===== src/rtl/arb8_pkg.sv =====
// Shared types and sizes for the 8-way arbiter.
// Width constants and the controller state encoding.
package arb8_pkg;

    localparam int N_REQ  = 8;
    localparam int IDX_W  = 3;
    localparam int HOLD_W = 8;

    typedef enum logic {
        IDLE = 1'b0,
        BUSY = 1'b1
    } state_t;

endpackage


===== src/rtl/arb8_if.sv =====
// Request/grant bundle between requesters and arb8_ctrl.
// master drives req/done, slave (the arbiter) drives the grant.
interface arb8_if;
    import arb8_pkg::*;

    logic [N_REQ-1:0] req;
    logic             done;
    logic             gnt_vld;
    logic [IDX_W-1:0] gnt_idx;
    logic [N_REQ-1:0] gnt_oh;
    logic             tout;

    modport master (
        output req, done,
        input  gnt_vld, gnt_idx, gnt_oh, tout
    );

    modport slave (
        input  req, done,
        output gnt_vld, gnt_idx, gnt_oh, tout
    );

endinterface


===== src/rtl/arb8_prio_enc.sv =====
// 8:3 priority encoder, lowest index wins.
// any is high when at least one input bit is set.
module arb8_prio_enc
    import arb8_pkg::*;
(
    input  logic [N_REQ-1:0] req,
    output logic [IDX_W-1:0] idx,
    output logic             any
);

    always_comb begin
        idx = '0;
        any = |req;
        for (int i = N_REQ - 1; i >= 0; i--) begin
            if (req[i]) idx = IDX_W'(i);
        end
    end

endmodule


===== src/rtl/arb8_ctrl.sv =====
// 8-way grant/hold arbiter with hold timeout.
// Define ARB8_ROUND_ROBIN_EN for rotating priority; default is fixed.
module arb8_ctrl
    import arb8_pkg::*;
#(
    parameter int MAX_HOLD = 16
) (
    input  logic   clk,
    input  logic   rst,
    arb8_if.slave  bus
);

    localparam logic [HOLD_W-1:0] HOLD_LAST = HOLD_W'(MAX_HOLD - 1);

    state_t           state, state_nx;
    logic [IDX_W-1:0] idx_q, idx_nx;
    logic [HOLD_W-1:0] hold_q, hold_nx;
    logic             tout_q, tout_nx;

    logic [N_REQ-1:0] enc_in;
    logic [IDX_W-1:0] enc_idx;
    logic [IDX_W-1:0] win;
    logic             any;

    arb8_prio_enc u_enc (
        .req (enc_in),
        .idx (enc_idx),
        .any (any)
    );

`ifdef ARB8_ROUND_ROBIN_EN
    logic [IDX_W-1:0] ptr_q;

    // Rotate so the pointer position lands on encoder bit 0.
    always_comb begin
        enc_in = '0;
        for (int j = 0; j < N_REQ; j++) begin
            enc_in[j] = bus.req[IDX_W'(j) + ptr_q];
        end
    end

    assign win = enc_idx + ptr_q;

    always_ff @(posedge clk or posedge rst) begin
        if (rst)
            ptr_q <= '0;
        else if (state == IDLE && any)
            ptr_q <= win + IDX_W'(1);
    end
`else
    assign enc_in = bus.req;
    assign win    = enc_idx;
`endif

    always_ff @(posedge clk or posedge rst) begin
        if (rst) begin
            state  <= IDLE;
            idx_q  <= '0;
            hold_q <= '0;
            tout_q <= 1'b0;
        end else begin
            state  <= state_nx;
            idx_q  <= idx_nx;
            hold_q <= hold_nx;
            tout_q <= tout_nx;
        end
    end

    always_comb begin
        state_nx = state;
        idx_nx   = idx_q;
        hold_nx  = hold_q;
        tout_nx  = 1'b0;
        unique case (state)
            IDLE: begin
                if (any) begin
                    state_nx = BUSY;
                    idx_nx   = win;
                    hold_nx  = '0;
                end
            end
            BUSY: begin
                hold_nx = hold_q + HOLD_W'(1);
                // done wins over a same-cycle timeout
                if (bus.done) begin
                    state_nx = IDLE;
                end else if (hold_q == HOLD_LAST) begin
                    state_nx = IDLE;
                    tout_nx  = 1'b1;
                end
            end
        endcase
    end

    assign bus.gnt_vld = (state == BUSY);
    assign bus.gnt_idx = idx_q;
    assign bus.gnt_oh  = bus.gnt_vld ? (N_REQ'(1) << idx_q) : '0;
    assign bus.tout    = tout_q;

endmodule


===== src/flat_wrapper.sv =====
// flat-port wrapper written by rule: the top's interface ports become plain ports
module arb8_ctrl_flat import arb8_pkg::*;
#(
    parameter int MAX_HOLD = 16
)
  (clk, rst, bus_req, bus_done, bus_gnt_vld, bus_gnt_idx, bus_gnt_oh, bus_tout);
  arb8_if bus_i ();
  input  logic clk;
  input  logic rst;
  input wire logic [$bits(bus_i.req)-1:0] bus_req;
  input wire logic [$bits(bus_i.done)-1:0] bus_done;
  output wire logic [$bits(bus_i.gnt_vld)-1:0] bus_gnt_vld;
  output wire logic [$bits(bus_i.gnt_idx)-1:0] bus_gnt_idx;
  output wire logic [$bits(bus_i.gnt_oh)-1:0] bus_gnt_oh;
  output wire logic [$bits(bus_i.tout)-1:0] bus_tout;
  assign bus_i.req = bus_req;
  assign bus_i.done = bus_done;
  assign bus_gnt_vld = bus_i.gnt_vld;
  assign bus_gnt_idx = bus_i.gnt_idx;
  assign bus_gnt_oh = bus_i.gnt_oh;
  assign bus_tout = bus_i.tout;
  arb8_ctrl #(.MAX_HOLD(MAX_HOLD)) u_core (.clk(clk), .rst(rst), .bus(bus_i));
endmodule

===== config.mk =====
export PLATFORM = sky130hd
export DESIGN_NAME = arb8_ctrl_flat
export DESIGN_NICKNAME = d
export VERILOG_FILES = /design/src/rtl/arb8_pkg.sv /design/src/rtl/arb8_if.sv /design/src/rtl/arb8_prio_enc.sv /design/src/rtl/arb8_ctrl.sv /design/src/flat_wrapper.sv
export SDC_FILE = /design/constraint.sdc
export NUM_CORES = 1
export LEC_CHECK = 0
export ABC_AREA = 1
export CORE_ASPECT_RATIO = 0.6
export CORE_MARGIN = 5
export CORE_UTILIZATION = 35
export CTS_BUF_LIST = sky130_fd_sc_hd__clkbuf_4
export CTS_CLUSTER_DIAMETER = 200
export CTS_CLUSTER_SIZE = 24
export DETAILED_ROUTE_END_ITERATION = 7
export HOLD_SLACK_MARGIN = 0.05
export PLACE_DENSITY = 0.59
export REMOVE_ABC_BUFFERS = 1
export SYNTH_ARGS = -nofsm -noshare
export SYNTH_HDL_FRONTEND = slang
export SYNTH_SLANG_ARGS = --single-unit

===== constraint.sdc =====
create_clock -name clk -period 3.2 [get_ports clk]
set_clock_uncertainty 0.15 [all_clocks]
set_input_delay 0.64 -clock clk [delete_from_list [all_inputs] [get_ports clk]]
set_output_delay 0.64 -clock clk [all_outputs]
set_load 0.02 [all_outputs]

==> results of run 1 <==
## power by group through the flow
stage	logic, mW	clock network, mW	registers [mW]
floorplan	0.229	0	0.288
global placement	0.424	0	0.269
detailed placement	0.424	0	0.270
CTS	0.424	0.117	0.268
global route	0.464	0.125	0.281
finish	0.422	0.114	0.268
## sequential cells by signal (all words and copies together) (netlist names)
| register | flops |
|---|---|
| u_core.bus.gnt_vld | 1 |
| u_core.bus.gnt_idx | 3 |
| u_core.hold_q | 8 |
| u_core.bus.tout | 1 |
## layout by cell type (no fill, tap or decap), drive strengths merged, types with 2 or more instances in the layout
master	instances
o21ai	9
clkdlybuf4s50	23
nand3	10
nor3	4
inv	21
nor2	18
nand2	33
a21oi	2
nand4	2
dfrtp	13
clkbuf	4
## logic make-up (layout without fill, tap and decap cells)
family          after synthesis  in the layout  share of synthesized area [%]
flops                        13             13                          38.35
simple gates                 68             68                          41.74
buf+inv                      22             48                          10.18
xor+xnor                      1              1                          1.033
compound gates               12             12                          7.227
fa+ha+maj                     1              1                          1.475
## per-layer routing
layer  up-vias  wire, um
met2        23       807
met4         0         8
li1        419         -
met1       333      1051
met5         -         0
met3         2       124
## synthesized netlist by cell type
cell type | n | area, um2
sky130_fd_sc_hd__inv_2 | 1 | 3.750
sky130_fd_sc_hd__o22ai_1 | 1 | 6.260
sky130_fd_sc_hd__nor2_4 | 1 | 11.26
sky130_fd_sc_hd__ha_1 | 1 | 12.51
sky130_fd_sc_hd__nand4_1 | 2 | 12.51
sky130_fd_sc_hd__nor3b_2 | 1 | 12.51
sky130_fd_sc_hd__nor3_2 | 2 | 20.02
sky130_fd_sc_hd__nand3_2 | 1 | 10.01
sky130_fd_sc_hd__dfrtp_1 | 13 | 325.3
sky130_fd_sc_hd__o21ai_1 | 7 | 35.03
sky130_fd_sc_hd__a21oi_1 | 2 | 10.01
sky130_fd_sc_hd__buf_4 | 1 | 7.510
sky130_fd_sc_hd__nor3_1 | 2 | 10.01
sky130_fd_sc_hd__nand2_2 | 6 | 37.54
sky130_fd_sc_hd__o21ai_0 | 2 | 10.01
sky130_fd_sc_hd__nand3_1 | 9 | 45.04
sky130_fd_sc_hd__nand2_1 | 25 | 93.84
sky130_fd_sc_hd__inv_1 | 20 | 75.07
sky130_fd_sc_hd__xor2_1 | 1 | 8.760
sky130_fd_sc_hd__nor2_2 | 6 | 37.54
sky130_fd_sc_hd__nor2_1 | 11 | 41.29
sky130_fd_sc_hd__nand2_4 | 2 | 22.52
## worst paths after layout
path | depth (start not counted) | to | slack [ns] | start
worst max-delay path | 3 | bus_gnt_oh[0] | 0.61 | u_core.bus.gnt_vld
worst min-delay path | 2 | u_core.hold_q[7] | 0.42 | u_core.hold_q[7]
worst max register to register | 6 | u_core.bus.gnt_vld | 1.77 | u_core.hold_q[1]
worst min register to register | 2 | u_core.hold_q[7] | 0.42 | u_core.hold_q[7]
max in group asynchronous | 2 | u_core.bus.gnt_idx[2] | 2.00 | rst
min in group asynchronous | 2 | u_core.hold_q[2] | 0.54 | rst
## worst max-delay path, cell delays in order (launching register included)
cell and delay, ns:
sky130_fd_sc_hd__dfrtp_1 0.59, sky130_fd_sc_hd__nand2_1 0.18, sky130_fd_sc_hd__nor2_1 0.13, sky130_fd_sc_hd__clkdlybuf4s50_1 0.61
## final cells by class
cell class | count | area (um2) | share of cell area, %
Clock buffer | 4 | 30.03 | 2.637
Inverter | 21 | 78.83 | 6.923
Multi-Input combinational cell | 82 | 436.7 | 38.35
Sequential cell | 13 | 325.3 | 28.57
Tap cell | 30 | 37.54 | 3.297
Timing Repair Buffer | 23 | 230.2 | 20.22
## stage by stage
stage	worst slack, ns	instances	hold WS (ns)	utilization, %	instance area, um2
2_1_floorplan	1.299	116	0.3621	-	840.8
3_3_place_gp	0.9553	169	0.4004	49.39	1109
3_5_place_dp	0.9314	169	0.3965	49.39	1109
4_1_cts	0.6038	173	0.4177	50.72	1139
5_1_grt	0.4578	173	0.4603	50.72	1139
6_report	0.6083	173	0.4179	50.72	1139
==> results by group, run 1 <==
Run status
  • Run status: completed

Logic synthesis
  • Portion of the post-synthesis area used by sequential elements: 38.35%
  • Mean instance size in the synthesized netlist: 7.251 um2
  • Distinct cell type count after synthesis: 22
  • Total number of yosys warnings: 0
  • Gate count of the mapped netlist: 117
  • Post-synthesis sequential element count: 13
  • Cell Area, Synth: 848.3 um2

Layout
  • Signed area change from the synthesized netlist to the final layout: 34.22%
  • N_diodes: 0
  • Filler instances: 207
  • Final nets: 156
  • Proportion of layout cells with a drive suffix above 1: 16.78%

Power
  • Net Switching: 0.3671 mW
  • Leak pwr: 0.5079 nW
  • Part of the power in combinational logic: 52.5%
  • Power per cell area: 706.6 nW/um2
  • Switching share of power: 45.64%
  • Clock network fraction of total power: 14.1%
  • Sequential Power Share: 33.4%
  • Largest voltage drop on the vdd net: 0.0003044 V
  • Cell-internal power: 0.4374 mW
  • Total power: 0.8045 mW

Worst hold path
  • Worst hold path class: reg -> reg

Global routing
  • First-pass GRT wire length: 3532 um
  • Largest net degree at the start of global routing: 14
  • Most utilized layer in the global route result: met2
  • Met1 capacity usage during global routing: 19.18%
  • Overall track demand over capacity in global routing: 13.37%
  • Fraction of met3 tracks used by global routing: 4.321%
  • Grt met2 use: 19.54%
  • Number of antenna violations at the first check in global routing: 0
  • Total grt overflow: 0
  • Vias in the first global route: 734

Clock tree
  • Worst-skew pair later-pin latency: 0.28 ns
  • Number of gates given a new drive strength after cts: 0
  • CTS tree: built
  • Clock Tree Buf Depth: 2
  • Inserted Clock Buffers: 3
  • H-Tree Level Count: 1
  • Number of clock sinks seen by CTS: 13
  • Hold-fix buffers, CTS: 0
  • Clock transition time at the flip-flop clock pins of the worst setup and hold paths: 0.08 ns
  • Root buffer selected by CTS: sky130_fd_sc_hd__clkbuf_4
  • # Post-CTS Setup Buffers: 0

Die
  • Core Footprint: 2245 um2
  • I/O pin total: 24
  • # rows: 13
  • Die ar.: 3541 um2
  • Vertical extent of the die: 48.14 um
  • Initial core utilization: 37.79%
  • Die X-Extent: 73.56 um

Critical path
  • Critical path type: reg -> out
  • Critical Path End Type: primary output
  • CP Data Required Time: 2.41 ns
  • Arrival @ worst endpoint: 1.80 ns
  • Maximum fanout count along the critical path: 12
  • Startpoint type of the worst setup path: flip-flop

STA
  • Final-layout setup total negative slack: 0 ns
  • Transition time of the tightest slew-check pin: 0.5319 ns
  • Minimum clock period: 2.592 ns
  • Hold violation count in the final report: 0
  • Count of final max-slew check failures: 0
  • Peak Freq: 0.3859 GHz
  • Setup repair after global routing missed its margin: false
  • Count of endpoints failing setup in the final report: 0
  • Portion of the clock cycle consumed by the worst path in the final layout: 80.99%
  • Slew headroom: 64.50%

Job
  • Max-Cap Viols: 0

Place
  • Final estimated routing congestion in global placement: 0.8357
  • Hpwl dp: 1626 um
  • Port buffer count: 23

Routing
  • Count of antenna-violating nets left after detailed routing: 0
  • Routed wire length: 1991 um
  • Via-per-instance ratio: 4.491
  • Router iterations before antenna repair: 4
  • Vias after detailed routing: 777
  • Iteration-0 DRC count of the detailed router: 69
  • Post-route DRC: 0
  • Average wire per cell in the routed design: 11.51 um
No activity file was read; power rests on OpenSTA's default activity.
==> inputs of run 2 (changes only) <==
--- a/config.mk
+++ b/config.mk
@@ -14,7 +14,7 @@
 export CTS_CLUSTER_SIZE = 24
 export DETAILED_ROUTE_END_ITERATION = 7
 export HOLD_SLACK_MARGIN = 0.05
-export PLACE_DENSITY = 0.59
+export PLACE_DENSITY = 0.61
 export REMOVE_ABC_BUFFERS = 1
 export SYNTH_ARGS = -nofsm -noshare
 export SYNTH_HDL_FRONTEND = slang
==> constraint.sdc (replaced) <==
create_clock -name clk -period 2.27 [get_ports clk]
set_clock_uncertainty 0.15 [all_clocks]
set_input_delay 0.454 -clock clk [delete_from_list [all_inputs] [get_ports clk]]
set_output_delay 0.454 -clock clk [all_outputs]
set_load 0.02 [all_outputs]
==> results by group, run 2 (same netlist as run 1, synthesis figures left out) <==
Clock tree
  • H-Tree Level Count: 1 (unchanged)
  • Number of gates given a new drive strength after cts: 0 (unchanged)
  • Hold-fix buffers, CTS: 0 (unchanged)
  • Clock Tree Buf Depth: 2 (unchanged)
  • Number of clock sinks seen by CTS: 13 (unchanged)
  • Root buffer selected by CTS: sky130_fd_sc_hd__clkbuf_4 (unchanged)
  • CTS tree: built (unchanged)
  • Worst-skew pair later-pin latency: 0.28 ns (about the same)
  • Clock transition time at the flip-flop clock pins of the worst setup and hold paths: 0.09 ns (was 0.08 ns)
  • # Post-CTS Setup Buffers: 0 (unchanged)
  • Inserted Clock Buffers: 3 (unchanged)

Routing
  • Router iterations before antenna repair: 4 (unchanged)
  • Post-route DRC: 0 (unchanged)
  • Iteration-0 DRC count of the detailed router: 32 (was 69)
  • Average wire per cell in the routed design: 11.33 um (was 11.51 um)
  • Vias after detailed routing: 820 (was 777)
  • Routed wire length: 1971 um (was 1991 um)
  • Count of antenna-violating nets left after detailed routing: 0 (unchanged)
  • Via-per-instance ratio: 4.713 (was 4.491)

Layout
  • Final nets: 157 (was 156)
  • Signed area change from the synthesized netlist to the final layout: 36.28% (was 34.22%)
  • Non-filler cells in the finished layout: 174 (was 173)
  • Filler instances: 211 (was 207)
  • N_diodes: 0 (unchanged)
  • Largest register by flop count: u_core.hold_q (unchanged)
  • Largest register FFs: 8 (unchanged)
  • Commonest non-fill, non-tap cell in the layout: sky130_fd_sc_hd__nand2_1 (unchanged)
  • Most frequent cells in the layout: sky130_fd_sc_hd__nand2_1, sky130_fd_sc_hd__inv_1, sky130_fd_sc_hd__clkdlybuf4s50_1, sky130_fd_sc_hd__dfrtp_1, sky130_fd_sc_hd__nor2_1 (was sky130_fd_sc_hd__nand2_1, sky130_fd_sc_hd__clkdlybuf4s50_1, sky130_fd_sc_hd__inv_1, sky130_fd_sc_hd__dfrtp_1, sky130_fd_sc_hd__nor2_1)
  • Proportion of layout cells with a drive suffix above 1: 17.36% (was 16.78%)

STA
  • Hold violation count in the final report: 0 (unchanged)
  • Slew headroom: 66.94% (was 64.50%)
  • Count of endpoints failing setup in the final report: 0 (unchanged)
  • Count of final max-slew check failures: 0 (unchanged)
  • Transition time of the tightest slew-check pin: 0.4954 ns (was 0.5319 ns)
  • Portion of the clock cycle consumed by the worst path in the final layout: 96.31%
  • Minimum clock period: 2.186 ns
  • Peak Freq: 0.4574 GHz
  • Setup repair after global routing missed its margin: false (unchanged)
  • Final-layout setup total negative slack: 0 ns (unchanged)

Place
  • Final estimated routing congestion in global placement: 0.8015 (was 0.8357)
  • Hpwl dp: 1632 um (was 1626 um)
  • Port buffer count: 23 (unchanged)
  • Total instance count after detailed placement: 170 (was 169)

Critical path
  • Cell Chain, Critical Path: inv_1, nand2_1, nor2_1, clkdlybuf4s50_1 (was nand2_1, nor2_1, clkdlybuf4s50_1)
  • Critical path type: reg -> out (unchanged)
  • Maximum fanout count along the critical path: 4 (was 12)
  • Worst setup path startpoint: u_core.bus.gnt_idx[1] (was u_core.bus.gnt_vld)
  • Cell type group with the largest total delay on the critical path: buffers and inverters (unchanged)
  • CP Data Required Time: 1.67 ns (was 2.41 ns)
  • Critical Path End Type: primary output (unchanged)
  • Startpoint type of the worst setup path: flip-flop (unchanged)
  • Arrival @ worst endpoint: 1.58 ns (was 1.80 ns)
  • Worst Path Buf+Inv: 2 (was 1)
  • Standard cell with the maximum stage delay on the critical path: sky130_fd_sc_hd__clkdlybuf4s50_1 (unchanged)
  • Launch point of the worst reg-to-reg path: u_core.hold_q[1] (unchanged)
  • Delay of the slowest cell on the worst path: 0.61 ns (about the same)

Die
  • Initial core utilization: 37.79% (unchanged)
  • Die ar.: 3541 um2 (unchanged)
  • Die X-Extent: 73.56 um (unchanged)
  • # rows: 13 (unchanged)
  • Vertical extent of the die: 48.14 um (unchanged)
  • Core Footprint: 2245 um2 (unchanged)
  • I/O pin total: 24 (unchanged)

Power
  • Leak pwr: 0.5799 nW (was 0.5079 nW)
  • Power per cell area: 983.1 nW/um2 (was 706.6 nW/um2)
  • Largest voltage drop on the vdd net: 0.0003853 V (was 0.0003044 V)

Global routing
  • Total grt overflow: 0 (unchanged)
  • Largest net degree at the start of global routing: 14 (unchanged)
  • Number of antenna violations at the first check in global routing: 0 (unchanged)
  • First-pass GRT wire length: 3270 um (was 3532 um)
  • Overall track demand over capacity in global routing: 12.78% (was 13.37%)
  • Vias in the first global route: 738 (was 734)

Job
  • Max-Cap Viols: 0 (unchanged)

Worst hold path
  • Worst hold path class: in -> async (was reg -> reg)

Run status
  • Run status: completed (unchanged)
[run 2: cell count changes in the layout (fill, tap and decap cells not counted), sizes merged]
cell	delta
buf	+1
dlymetal6s2s	+4
clkdlybuf4s50	-4
[run 2: final timing paths]
| kind | to | slack [ns] | cells past startpoint |
|---|---|---|---|
| worst min-delay path | u_core.hold_q[7] | 0.34 | 2 |
| max in group asynchronous | u_core.hold_q[3] | 1.30 | 2 |
| worst min register to register | u_core.hold_q[1] | 0.41 | 2 |
| worst max-delay path | bus_gnt_oh[5] | 0.08 | 4 |
| min in group clk | u_core.hold_q[1] | 0.41 | 2 |
| worst max register to register | u_core.hold_q[4] | 0.91 | 5 |
[run 2: per-layer routing]
metal / part of all wire, % / vias up / GRT usage, %
li1: - / 419 / -
met1: 49 / 371 / 16.35
met2: 43 / 28 / 20.77
met3: 6.8 / 2 / 3.704
met4: 1.4 / 0 / 5.415
met5: 0 / - / 0
[run 2: where the power goes]
group / total (mW) / internal (mW) / leakage [nW] / switching [mW]
Sequential: 0.350 / 0.293 / 0.171 / 0.0569
Combinational: 0.623 / 0.249 / 0.391 / 0.374
Clock: 0.163 / 0.0803 / 0.0184 / 0.0831
Total: 1.14 / 0.623 / 0.580 / 0.514
[run 2: through the flow]
stage | utilization [%] | area (um2) | hold slack (ns) | setup WS, ns | total power [mW]
after global placement | 49.72 | 1116 | 0.3978 | 0.3665 | 0.9810
after detailed placement | 49.72 | 1116 | 0.3990 | 0.3690 | 0.9890
after floorplan | - | 840.8 | 0.1810 | 0.5550 | 0.7280
after CTS | 51.06 | 1146 | 0.3670 | 0.03308 | 1.153
after global routing | 51.51 | 1156 | 0.3978 | 0.02036 | 1.226
final | 51.51 | 1156 | 0.3391 | 0.08367 | 1.137
[run 2: area by class of cell]
cell class / instances / area, um2 / area share [%]
Sequential cell: 13 / 325.3 / 28.14
Tap cell: 30 / 37.54 / 3.247
Timing Repair Buffer: 24 / 247.7 / 21.43
Clock buffer: 4 / 30.03 / 2.597
Inverter: 21 / 78.83 / 6.818
Multi-Input combinational cell: 82 / 436.7 / 37.77
==> inputs of run 3 (changes only) <==
--- a/config.mk
+++ b/config.mk
@@ -14,8 +14,9 @@
 export CTS_CLUSTER_SIZE = 24
 export DETAILED_ROUTE_END_ITERATION = 7
 export HOLD_SLACK_MARGIN = 0.05
-export PLACE_DENSITY = 0.61
+export PLACE_DENSITY = 0.59
 export REMOVE_ABC_BUFFERS = 1
+export SLEW_MARGIN = 20
 export SYNTH_ARGS = -nofsm -noshare
 export SYNTH_HDL_FRONTEND = slang
 export SYNTH_SLANG_ARGS = --single-unit
==> constraint.sdc (replaced) <==
create_clock -name clk -period 2.25 [get_ports clk]
set_clock_uncertainty 0.15 [all_clocks]
set_input_delay 0.45 -clock clk [delete_from_list [all_inputs] [get_ports clk]]
set_output_delay 0.45 -clock clk [all_outputs]
set_load 0.005 [all_outputs]
==> results by group, run 3 (same netlist as run 1, synthesis figures left out) <==
Clock tree
  • Number of gates given a new drive strength after cts: 0 (unchanged)
  • Worst-skew pair later-pin latency: 0.28 ns (about the same)
  • Inserted Clock Buffers: 3 (unchanged)
  • Number of clock sinks seen by CTS: 13 (unchanged)
  • # Post-CTS Setup Buffers: 0 (unchanged)
  • Root buffer selected by CTS: sky130_fd_sc_hd__clkbuf_4 (unchanged)
  • Hold-fix buffers, CTS: 0 (unchanged)
  • H-Tree Level Count: 1 (unchanged)
  • CTS tree: built (unchanged)
  • Clock transition time at the flip-flop clock pins of the worst setup and hold paths: 0.09 ns (about the same)
  • Clock Tree Buf Depth: 2 (unchanged)

Die
  • I/O pin total: 24 (unchanged)
  • Vertical extent of the die: 48.14 um (unchanged)
  • # rows: 13 (unchanged)
  • Die X-Extent: 73.56 um (unchanged)
  • Core Footprint: 2245 um2 (unchanged)
  • Initial core utilization: 37.79% (unchanged)
  • Die ar.: 3541 um2 (unchanged)

Place
  • Final estimated routing congestion in global placement: 0.8527 (was 0.8015)
  • Port buffer count: 23 (unchanged)
  • Worst slack at placement: 0.4650 ns (was 0.3690 ns)
  • Hpwl dp: 1747 um (was 1632 um)
  • Post-place instance area: 1116 um2 (unchanged)

STA
  • Setup WS post-layout: 0.1523 ns (was 0.08367 ns)
  • Hold slack final: 0.3407 ns (was 0.3391 ns)
  • Hold violation count in the final report: 0 (unchanged)
  • Setup repair after global routing missed its margin: false (unchanged)
  • Slew headroom: 65.24% (was 66.94%)
  • Final-layout setup total negative slack: 0 ns (unchanged)
  • Count of endpoints failing setup in the final report: 0 (unchanged)
  • Transition time of the tightest slew-check pin: 0.5208 ns (was 0.4954 ns)
  • Count of final max-slew check failures: 0 (unchanged)
  • Portion of the clock cycle consumed by the worst path in the final layout: 93.23%
  • Peak Freq: 0.4767 GHz
  • Minimum clock period: 2.098 ns

Worst hold path
  • Worst hold path class: in -> async (unchanged)

Routing
  • Vias after detailed routing: 809 (was 820)
  • Post-route DRC: 0 (unchanged)
  • Routed wire length: 2086 um (was 1971 um)
  • Average wire per cell in the routed design: 11.99 um (was 11.33 um)
  • Router iterations before antenna repair: 4 (unchanged)
  • Count of antenna-violating nets left after detailed routing: 0 (unchanged)
  • Iteration-0 DRC count of the detailed router: 79 (was 32)
  • Via-per-instance ratio: 4.649 (was 4.713)

Run status
  • Run status: completed (unchanged)

Global routing
  • Number of antenna violations at the first check in global routing: 0 (unchanged)
  • Largest net degree at the start of global routing: 14 (unchanged)
  • Overall track demand over capacity in global routing: 13.62% (was 12.78%)
  • First-pass GRT wire length: 3636 um (was 3270 um)
  • Total grt overflow: 0 (unchanged)
  • Vias in the first global route: 788 (was 738)

Critical path
  • Arrival @ worst endpoint: 1.50 ns (was 1.58 ns)
  • Maximum fanout count along the critical path: 4 (unchanged)
  • Startpoint type of the worst setup path: flip-flop (unchanged)
  • Critical Path End Type: primary output (unchanged)
  • Critical path type: reg -> out (unchanged)
  • CP Data Required Time: 1.65 ns (was 1.67 ns)

Job
  • Max-Cap Viols: 0 (unchanged)

Layout
  • Final nets: 157 (unchanged)
  • Most frequent cells in the layout: sky130_fd_sc_hd__nand2_1, sky130_fd_sc_hd__clkdlybuf4s50_1, sky130_fd_sc_hd__inv_1, sky130_fd_sc_hd__dfrtp_1, sky130_fd_sc_hd__nor2_1 (was sky130_fd_sc_hd__nand2_1, sky130_fd_sc_hd__inv_1, sky130_fd_sc_hd__clkdlybuf4s50_1, sky130_fd_sc_hd__dfrtp_1, sky130_fd_sc_hd__nor2_1)
  • N_diodes: 0 (unchanged)
  • FF+latch area: 325.3 um2 (unchanged)
  • Largest register by flop count: u_core.hold_q (unchanged)
  • Proportion of layout cells with a drive suffix above 1: 17.36% (unchanged)
  • Signed area change from the synthesized netlist to the final layout: 35.10% (was 36.28%)
  • Multi-input gate area in the final layout: 436.7 um2 (unchanged)
  • Filler instances: 224 (was 211)
  • Largest register FFs: 8 (unchanged)
  • Commonest non-fill, non-tap cell in the layout: sky130_fd_sc_hd__nand2_1 (unchanged)
  • Design Area, Final: 1146 um2 (was 1156 um2)

Power
  • Largest voltage drop on the vdd net: 0.0003265 V (was 0.0003853 V)
  • Power per cell area: 929.6 nW/um2 (was 983.1 nW/um2)
  • Leak pwr: 0.5125 nW (was 0.5799 nW)
  • Total power: 1.065 mW (was 1.137 mW)
run 3: changes by cell type in the layout (fill, tap and decap cells not counted), sizes merged:
cell / delta
clkdlybuf4s50: +4
dlymetal6s2s: -4
run 3: worst paths after layout:
check                                            from  slack [ns]                     to  cells after the start
worst max-delay path            u_core.bus.gnt_idx[2]        0.15          bus_gnt_oh[0]                      4
worst min-delay path                              rst        0.34       u_core.hold_q[4]                      2
worst max register to register       u_core.hold_q[1]        0.87     u_core.bus.gnt_vld                      6
worst min register to register       u_core.hold_q[1]        0.41       u_core.hold_q[1]                      2
max in group asynchronous                         rst        1.25  u_core.bus.gnt_idx[0]                      2
min in group clk                     u_core.hold_q[1]        0.41       u_core.hold_q[1]                      2
run 3: through the flow:
| step | util (%) | instances |
|---|---|---|
| 6_report | 51.06 | 174 |
| 5_1_grt | 51.06 | 174 |
| 4_1_cts | 51.06 | 174 |
| 3_5_place_dp | 49.72 | 170 |
| 3_3_place_gp | 49.72 | 170 |
| 2_1_floorplan | - | 116 |
run 3: final cells by class:
| class | instances | share of cell area [%] |
|---|---|---|
| flip-flops and latches | 13 | 28.38 |
| well taps | 30 | 3.275 |
| repair buffers | 24 | 20.74 |
| clock buffers | 4 | 2.620 |
| multi-input cells | 82 | 38.10 |
| inverters | 21 | 6.878 |
run 3: per-layer routing:
layer,global-route usage [%],vias up,part of all wire [%]
met2,22.01,21,43
li1,-,423,-
met1,18.77,363,52
met3,3.292,2,4.7
met5,0,-,0
met4,3.249,0,1.0
run 3: power by group:
group,leakage (nW),total [mW],switching [mW],internal [mW]
Combinational,0.323,0.543,0.288,0.254
Sequential,0.171,0.361,0.0654,0.296
Clock,0.0184,0.161,0.0805,0.0809
Total,0.513,1.07,0.434,0.631
run 3: critical path, cell delays in order, from the launching register on:
cell and delay, ns:
sky130_fd_sc_hd__dfrtp_1 0.41, sky130_fd_sc_hd__inv_1 0.08, sky130_fd_sc_hd__nand2_1 0.10, sky130_fd_sc_hd__nor2_1 0.11, sky130_fd_sc_hd__clkdlybuf4s50_1 0.51
